File: src/rtl/data_mem_pkg.sv
// rtl/data_mem_pkg.sv - shared types and constants for the data-memory responder
package data_mem_pkg;

  localparam int WORD_BYTES = 4;
  localparam int LANE_BITS  = $clog2(WORD_BYTES);
  // Latched addresses are held at this width; ADDR_W must not exceed it.
  localparam int MAX_ADDR_W = 16;

  typedef enum logic [1:0] {
    S_IDLE,
    S_WAIT,
    S_RESP
  } state_e;

  typedef struct packed {
    logic                  write;
    logic                  byte_en;
    logic [MAX_ADDR_W-1:0] addr;
    logic [31:0]           wdata;
  } mem_req_t;

endpackage

File: src/rtl/mem_byte_lane.sv
// rtl/mem_byte_lane.sv - little-endian byte lane extract and merge
module mem_byte_lane (
  input  logic [31:0] word_i,
  input  logic [1:0]  lane_i,
  input  logic [7:0]  byte_i,
  output logic [7:0]  byte_o,
  output logic [31:0] merged_o
);

  always_comb begin
    byte_o   = '0;
    merged_o = word_i;
    case (lane_i)
      2'd0: begin byte_o = word_i[7:0];   merged_o[7:0]   = byte_i; end
      2'd1: begin byte_o = word_i[15:8];  merged_o[15:8]  = byte_i; end
      2'd2: begin byte_o = word_i[23:16]; merged_o[23:16] = byte_i; end
      default: begin byte_o = word_i[31:24]; merged_o[31:24] = byte_i; end
    endcase
  end

endmodule

File: src/rtl/data_mem_responder.sv
// rtl/data_mem_responder.sv - word RAM servicing load/store requests with wait states
// Define DATA_MEM_ALIGN_FAULT_EN to make misaligned word accesses fault.
module data_mem_responder
  import data_mem_pkg::*;
#(
  parameter int DEPTH       = 64,
  parameter int ADDR_W      = 8,
  parameter int WAIT_CYCLES = 2
) (
  input  logic              clk,
  input  logic              reset_ni,
  input  logic              req_valid_i,
  output logic              req_ready_o,
  input  logic              req_write_i,
  input  logic              req_byte_i,
  input  logic [ADDR_W-1:0] req_addr_i,
  input  logic [31:0]       req_wdata_i,
  output logic              rsp_valid_o,
  input  logic              rsp_ready_i,
  output logic [31:0]       rsp_rdata_o,
  output logic              rsp_error_o
);

  localparam int IDX_W = $clog2(DEPTH);
  localparam int CNT_W = (WAIT_CYCLES > 1) ? $clog2(WAIT_CYCLES) : 1;
  localparam logic [CNT_W-1:0] CNT_LAST = CNT_W'((WAIT_CYCLES > 0) ? WAIT_CYCLES - 1 : 0);

`ifdef DATA_MEM_ALIGN_FAULT_EN
  localparam bit ALIGN_FAULT = 1'b1;
`else
  localparam bit ALIGN_FAULT = 1'b0;
`endif

  state_e           state_q, state_d;
  logic [CNT_W-1:0] cnt_q, cnt_d;
  mem_req_t         req_q, req_d;
  logic             rsp_valid_q, rsp_valid_d;
  logic [31:0]      rsp_rdata_q, rsp_rdata_d;
  logic             rsp_error_q, rsp_error_d;

  logic [31:0]      mem [DEPTH];

  mem_req_t         live_req, cur;
  logic [IDX_W-1:0] mem_idx;
  logic [1:0]       lane;
  logic             in_range, misaligned, fault, resp_fire;
  logic [31:0]      rd_word, merged_word, wr_word, rd_data;
  logic [7:0]       lane_byte;

  always_comb begin
    live_req         = '0;
    live_req.write   = req_write_i;
    live_req.byte_en = req_byte_i;
    live_req.addr    = MAX_ADDR_W'(req_addr_i);
    live_req.wdata   = req_wdata_i;
  end

  // With no wait states the response edge is the accept edge, so decode the live request.
  assign cur        = (state_q == S_IDLE) ? live_req : req_q;
  assign lane       = cur.addr[LANE_BITS-1:0];
  assign mem_idx    = cur.addr[IDX_W+LANE_BITS-1:LANE_BITS];
  assign in_range   = 32'(cur.addr[MAX_ADDR_W-1:LANE_BITS]) < 32'(DEPTH);
  assign misaligned = !cur.byte_en && (lane != 2'd0);
  assign fault      = !in_range || (ALIGN_FAULT && misaligned);
  assign rd_word    = mem[mem_idx];

  mem_byte_lane u_lane (
    .word_i   (rd_word),
    .lane_i   (lane),
    .byte_i   (cur.wdata[7:0]),
    .byte_o   (lane_byte),
    .merged_o (merged_word)
  );

  assign wr_word = cur.byte_en ? merged_word : cur.wdata;
  assign rd_data = cur.byte_en ? {24'd0, lane_byte} : rd_word;

  always_comb begin
    state_d     = state_q;
    cnt_d       = cnt_q;
    req_d       = req_q;
    rsp_valid_d = rsp_valid_q;
    rsp_rdata_d = rsp_rdata_q;
    rsp_error_d = rsp_error_q;
    resp_fire   = 1'b0;
    case (state_q)
      S_IDLE: begin
        if (req_valid_i) begin
          req_d = live_req;
          cnt_d = '0;
          if (WAIT_CYCLES == 0) begin
            resp_fire = 1'b1;
            state_d   = S_RESP;
          end else begin
            state_d = S_WAIT;
          end
        end
      end
      S_WAIT: begin
        if (cnt_q == CNT_LAST) begin
          resp_fire = 1'b1;
          state_d   = S_RESP;
        end else begin
          cnt_d = cnt_q + 1'b1;
        end
      end
      default: begin
        if (rsp_ready_i) begin
          state_d     = S_IDLE;
          rsp_valid_d = 1'b0;
          rsp_rdata_d = '0;
          rsp_error_d = 1'b0;
        end
      end
    endcase
    if (resp_fire) begin
      rsp_valid_d = 1'b1;
      rsp_error_d = fault;
      rsp_rdata_d = (fault || cur.write) ? 32'd0 : rd_data;
    end
  end

  always_ff @(posedge clk) begin
    if (!reset_ni) begin
      state_q     <= S_IDLE;
      cnt_q       <= '0;
      req_q       <= '0;
      rsp_valid_q <= 1'b0;
      rsp_rdata_q <= '0;
      rsp_error_q <= 1'b0;
    end else begin
      state_q     <= state_d;
      cnt_q       <= cnt_d;
      req_q       <= req_d;
      rsp_valid_q <= rsp_valid_d;
      rsp_rdata_q <= rsp_rdata_d;
      rsp_error_q <= rsp_error_d;
    end
  end

  // RAM is never reset; a reset on the response edge also blocks the store.
  always_ff @(posedge clk) begin
    if (reset_ni && resp_fire && !fault && cur.write) begin
      mem[mem_idx] <= wr_word;
    end
  end

  assign req_ready_o = (state_q == S_IDLE) && reset_ni;
  assign rsp_valid_o = rsp_valid_q;
  assign rsp_rdata_o = rsp_rdata_q;
  assign rsp_error_o = rsp_error_q;

endmodule

File: config.mk
export PLATFORM = sky130hd
export DESIGN_NAME = data_mem_responder
export DESIGN_NICKNAME = d
export VERILOG_FILES = /design/src/rtl/data_mem_pkg.sv /design/src/rtl/mem_byte_lane.sv /design/src/rtl/data_mem_responder.sv
export SDC_FILE = /design/constraint.sdc
export NUM_CORES = 2
export LEC_CHECK = 0
export BUFFER_PORTS_ARGS = -buffer_cell sky130_fd_sc_hd__buf_2
export CELL_PAD_IN_SITES_DETAIL_PLACEMENT = 1
export CELL_PAD_IN_SITES_GLOBAL_PLACEMENT = 2
export CORE_MARGIN = 10
export CORE_UTILIZATION = 35
export DETAILED_ROUTE_END_ITERATION = 8
export GPL_TIMING_DRIVEN = 0
export PLACE_DENSITY_LB_ADDON = 0.15
export SLEW_MARGIN = 20
export SYNTH_ARGS = -nofsm -noshare
export SYNTH_HDL_FRONTEND = slang
export SYNTH_SLANG_ARGS = --single-unit
File: constraint.sdc
create_clock -name clk -period 9.3 [get_ports clk]
set_input_delay 0 -clock clk [delete_from_list [all_inputs] [get_ports clk]]
set_output_delay 0 -clock clk [all_outputs]
set_load 0.02 [all_outputs]
==> impl_metrics.prom <==
# TYPE chip_impl_metric gauge
chip_impl_info{name="status",value="complete, no violations"} 1
chip_impl_metric{name="slew_at_the_pin_closest_to_its_max_slew_limit",unit="ns"} 1.29
chip_impl_metric{name="totalWireLength",unit="microns"} 468000
chip_impl_metric{name="routed-via-count",unit=""} 62800
chip_impl_metric{name="cellLeakagePower",unit="nW"} 33.1
chip_impl_info{name="cts_root_buffer",value="sky130_fd_sc_hd__clkbuf_16"} 1
chip_impl_metric{name="mappedNetlistArea",unit="sq um"} 80800
chip_impl_metric{name="cp.arrival",unit="ns"} 8.22
chip_impl_metric{name="period_needed",unit="ns"} 7.48
chip_impl_info{name="worstHoldStart",value="req_valid_i"} 1
chip_impl_metric{name="timing.hold.ws",unit="ns"} 0.0882
chip_impl_metric{name="timing.setup.tns",unit="ns"} 0
chip_impl_info{name="ys_top_cells_by_area",value="sky130_fd_sc_hd__edfxtp_1, sky130_fd_sc_hd__nand2_1, sky130_fd_sc_hd__o22ai_1, sky130_fd_sc_hd__dfxtp_1, sky130_fd_sc_hd__a21oi_1"} 1
chip_impl_metric{name="num-nets-final",unit=""} 6129
chip_impl_metric{name="grt_pass1_wl",unit="microns"} 595000
chip_impl_info{name="class_of_the_worst_hold_path",value="input port to flop"} 1
chip_impl_metric{name="gpl.final_weighted_congestion",unit=""} 0.869
chip_impl_metric{name="grt_antenna_before_repair",unit=""} 48
chip_impl_metric{name="ys_seq_area_frac",unit=""} 0.780
chip_impl_metric{name="clock_sinks",unit=""} 2126
chip_impl_metric{name="area_growth",unit="%"} 26.5
chip_impl_metric{name="finalPower",unit="mW"} 23.7
chip_impl_metric{name="synth.lib_cells_used.distinct",unit=""} 86
chip_impl_metric{name="worst_ir_drop_vdd",unit="mV"} 0.185
chip_impl_metric{name="route.detailed.wl_per_inst",unit="microns"} 50.3
chip_impl_metric{name="cts_hold_buf",unit=""} 152
chip_impl_metric{name="crit_fanout",unit=""} 31
chip_impl_metric{name="cts.repair.resized",unit=""} 0
chip_impl_metric{name="grtUsageTotal",unit=""} 0.361
chip_impl_metric{name="path_clk_slew",unit="ns"} 0.06
chip_impl_metric{name="finalCritPeriodShare",unit=""} 0.805
chip_impl_metric{name="placement.cell_area",unit="sq um"} 93800
chip_impl_metric{name="first_global_vias",unit=""} 58200
chip_impl_info{name="worstSetupStartpoint",value="req_q[36]$_SDFFE_PN0P_"} 1
chip_impl_metric{name="place.detailed.hpwl",unit="microns"} 329000
chip_impl_metric{name="clock_buffer_count_from_cts",unit=""} 220
chip_impl_info{name="mostFrequentLayoutCell",value="sky130_fd_sc_hd__edfxtp_1"} 1
chip_impl_metric{name="worstSkewPairLatency",unit="ns"} 0.91
chip_impl_metric{name="grt_max_degree",unit=""} 65
chip_impl_info{name="grt_setup_unrepaired",value="no"} 1
chip_impl_metric{name="avgViaCountPerCell",unit=""} 6.74
chip_impl_info{name="setup_crit_end_kind",value="flop"} 1
chip_impl_metric{name="post_cts_buffers",unit=""} 0
chip_impl_metric{name="route.detailed.drc",unit=""} 0
chip_impl_metric{name="floorplan.die_area",unit="sq um"} 250000
chip_impl_metric{name="hold_viol",unit=""} 0
chip_impl_metric{name="fraction_of_final_layout_cells_sized_beyond_drive_strength_1",unit=""} 0.183
chip_impl_metric{name="initial_core_util",unit=""} 0.351
chip_impl_info{name="yosysTopAreaCell",value="sky130_fd_sc_hd__edfxtp_1"} 1
chip_impl_metric{name="yosys.area.top_type_share",unit=""} 0.761
chip_impl_info{name="crit_chain",value="clkbuf_1 -> o31a_1 -> buf_2 -> buf_2 -> buf_1 -> o22ai_1 -> o21ai_0 -> a21oi_1 -> a211oi_1 -> nand4_1 -> nor2_1 -> nor3_1 -> a31oi_4 -> buf_16 -> buf_16"} 1
chip_impl_metric{name="max_cap_violations",unit=""} 0
chip_impl_metric{name="max_clock_freq",unit="GHz"} 0.134
chip_impl_metric{name="rows",unit=""} 176
chip_impl_metric{name="place_ws",unit="ns"} 2.03
chip_impl_metric{name="max-slew-margin-rel",unit=""} 0.138
chip_impl_metric{name="h_tree_level_count",unit=""} 4
chip_impl_metric{name="synth_fp_nets",unit=""} 5345
chip_impl_metric{name="dr.first_iter.drc_count",unit=""} 12600
chip_impl_metric{name="crit_required",unit="ns"} 10.04
chip_impl_info{name="cts_tree",value="built"} 1
chip_impl_metric{name="avgSynthCellArea",unit="sq um"} 15.2
chip_impl_metric{name="clock_tree.buffer_depth",unit=""} 3
chip_impl_metric{name="final_cell_area",unit="sq um"} 102000
chip_impl_metric{name="pwr_density_cell",unit="nW/um^2"} 231
chip_impl_metric{name="ios",unit=""} 81
chip_impl_info{name="layout_common_cells",value="sky130_fd_sc_hd__edfxtp_1, sky130_fd_sc_hd__nand2_1, sky130_fd_sc_hd__o22ai_1"} 1
chip_impl_metric{name="final_critical_path_setup_slack",unit="ns"} 1.82
chip_impl_metric{name="postSynth.asyncResetShare",unit=""} 0
chip_impl_metric{name="syn-instance-count",unit=""} 5299
chip_impl_info{name="timing.critical_path.slowest_stage_cell",value="sky130_fd_sc_hd__buf_1"} 1
chip_impl_metric{name="die_w",unit="microns"} 500
chip_impl_info{name="synth-main-ff-cell",value="sky130_fd_sc_hd__edfxtp_1"} 1
chip_impl_metric{name="report.final.setup_viol",unit=""} 0
chip_impl_metric{name="numPortBuffers",unit=""} 78
chip_impl_metric{name="core_area",unit="sq um"} 230000
chip_impl_metric{name="detail-route-antenna-nets",unit=""} 0
chip_impl_info{name="worst_r2r_startpoint",value="req_q[36]$_SDFFE_PN0P_"} 1
chip_impl_metric{name="slowest_delay",unit="ns"} 0.92
chip_impl_metric{name="grt_overflow_total",unit=""} 0
chip_impl_metric{name="detail_route.first_pass.iterations",unit=""} 9
chip_impl_metric{name="synthesis.yosys.warnings",unit=""} 0
chip_impl_metric{name="final_max_slew_viol_count",unit=""} 0
chip_impl_metric{name="die_h",unit="microns"} 500
chip_impl_metric{name="fin_skew",unit="ns"} 0.0420
chip_impl_metric{name="filler_cell_count",unit=""} 22600
chip_impl_metric{name="synth_enable_flop_cells",unit=""} 2048
chip_impl_info{name="cp-start-kind",value="flop"} 1
chip_impl_info{name="criticalPathCategory",value="flop to flop"} 1
chip_impl_metric{name="synth.ff_latch_count",unit=""} 2126
worst max-delay path, delay by kind of cell (launching register included):
kind            cells  cell delay (ns)
compound gates      6             2.59
simple gates        3             1.18
flops               1             0.48
buf+inv             6             2.96
worst paths after layout:
| kind | endpoint | cells after the start | slack, ns |
|---|---|---|---|
| max | mem[36][27]$_DFFE_PP_ | 15 | 1.82 |
| min | cnt_q$_SDFFE_PN0P_ | 5 | 0.09 |
| max reg2reg | mem[36][27]$_DFFE_PP_ | 15 | 1.82 |
| min reg2reg | rsp_valid_o$_SDFFE_PN0P_ | 2 | 0.46 |
synth_stat cells (9+ instances only):
| master | n |
|---|---|
| sky130_fd_sc_hd__a32oi_1 | 55 |
| sky130_fd_sc_hd__mux2i_1 | 85 |
| sky130_fd_sc_hd__a222oi_1 | 53 |
| sky130_fd_sc_hd__a22oi_1 | 78 |
| sky130_fd_sc_hd__o221ai_1 | 90 |
| sky130_fd_sc_hd__a221oi_1 | 51 |
| sky130_fd_sc_hd__edfxtp_1 | 2048 |
| sky130_fd_sc_hd__a221o_1 | 9 |
| sky130_fd_sc_hd__o21ai_0 | 175 |
| sky130_fd_sc_hd__buf_4 | 9 |
| sky130_fd_sc_hd__and3_1 | 11 |
| sky130_fd_sc_hd__o22ai_1 | 415 |
| sky130_fd_sc_hd__nor3_1 | 39 |
| sky130_fd_sc_hd__mux2_2 | 18 |
| sky130_fd_sc_hd__nand3_1 | 120 |
| sky130_fd_sc_hd__nor2_1 | 291 |
| sky130_fd_sc_hd__nand2_1 | 700 |
| sky130_fd_sc_hd__a32o_1 | 9 |
| sky130_fd_sc_hd__buf_1 | 56 |
| sky130_fd_sc_hd__a21oi_1 | 235 |
| sky130_fd_sc_hd__nor4_1 | 21 |
| sky130_fd_sc_hd__o31ai_1 | 26 |
| sky130_fd_sc_hd__clkbuf_1 | 165 |
| sky130_fd_sc_hd__and2_1 | 10 |
| sky130_fd_sc_hd__a31oi_1 | 83 |
| sky130_fd_sc_hd__a22o_1 | 18 |
| sky130_fd_sc_hd__o211ai_1 | 29 |
| sky130_fd_sc_hd__dfxtp_1 | 78 |
| sky130_fd_sc_hd__nand2b_1 | 10 |
| sky130_fd_sc_hd__buf_2 | 134 |
| sky130_fd_sc_hd__a211oi_1 | 25 |
report_power, final:
part,switching (mW),internal (mW),total [mW]
Combinational,2.94,0.959,3.90
Sequential,0.0139,11.0,11.0
Clock,4.00,4.79,8.78
per-layer routing:
metal	wire, microns	vias to the layer above	part of all wire	GRT usage
met5	75	-	0.00016	0
met4	37600	10	0.080	0.241
met3	62400	1302	0.13	0.109
met2	199000	5449	0.42	0.524
met1	169000	33200	0.36	0.465
li1	-	22800	-	-
cell families (layout without fill, tap and decap cells):
| logic type | after synthesis | count (layout) | synth area share |
|---|---|---|---|
| and+or+nand+nor | 1248 | 1248 | 0.0645 |
| muxes | 107 | 107 | 0.0138 |
| DFF | 2126 | 2126 | 0.780 |
| AOI/OAI and AO/OA | 1444 | 1444 | 0.121 |
| buffers and inverters | 373 | 1342 | 0.0202 |
| other | 1 | 24 | 0.0000464 |
through the flow:
step	utilization	cells
after floorplan	-	5299
after global placement	0.370	8403
after detailed placement	0.408	8734
after CTS	0.444	9293
after global routing	0.444	9301
final	0.445	9317
cell type report:
cell class	count	area [sq um]	share of cell area
Sequential cell	2126	63100	0.617
Multi-Input combinational cell	2800	17200	0.168
Timing Repair Buffer	562	9500	0.0929
Clock buffer	274	5750	0.0563
Tap cell	3026	3790	0.0370
Buffer	368	1770	0.0173
Clock inverter	133	1110	0.0109
Antenna cell	23	57.6	0.000563
Inverter	5	18.8	0.000184
sequential cells by signal, summed over array words and instances (netlist names):
register and count:
cnt_q 1, mem 2048, req_q 42, rsp_rdata_o 32, rsp_valid_o 1, state_q 2
Note: power is estimated with default switching activity, not from simulation.
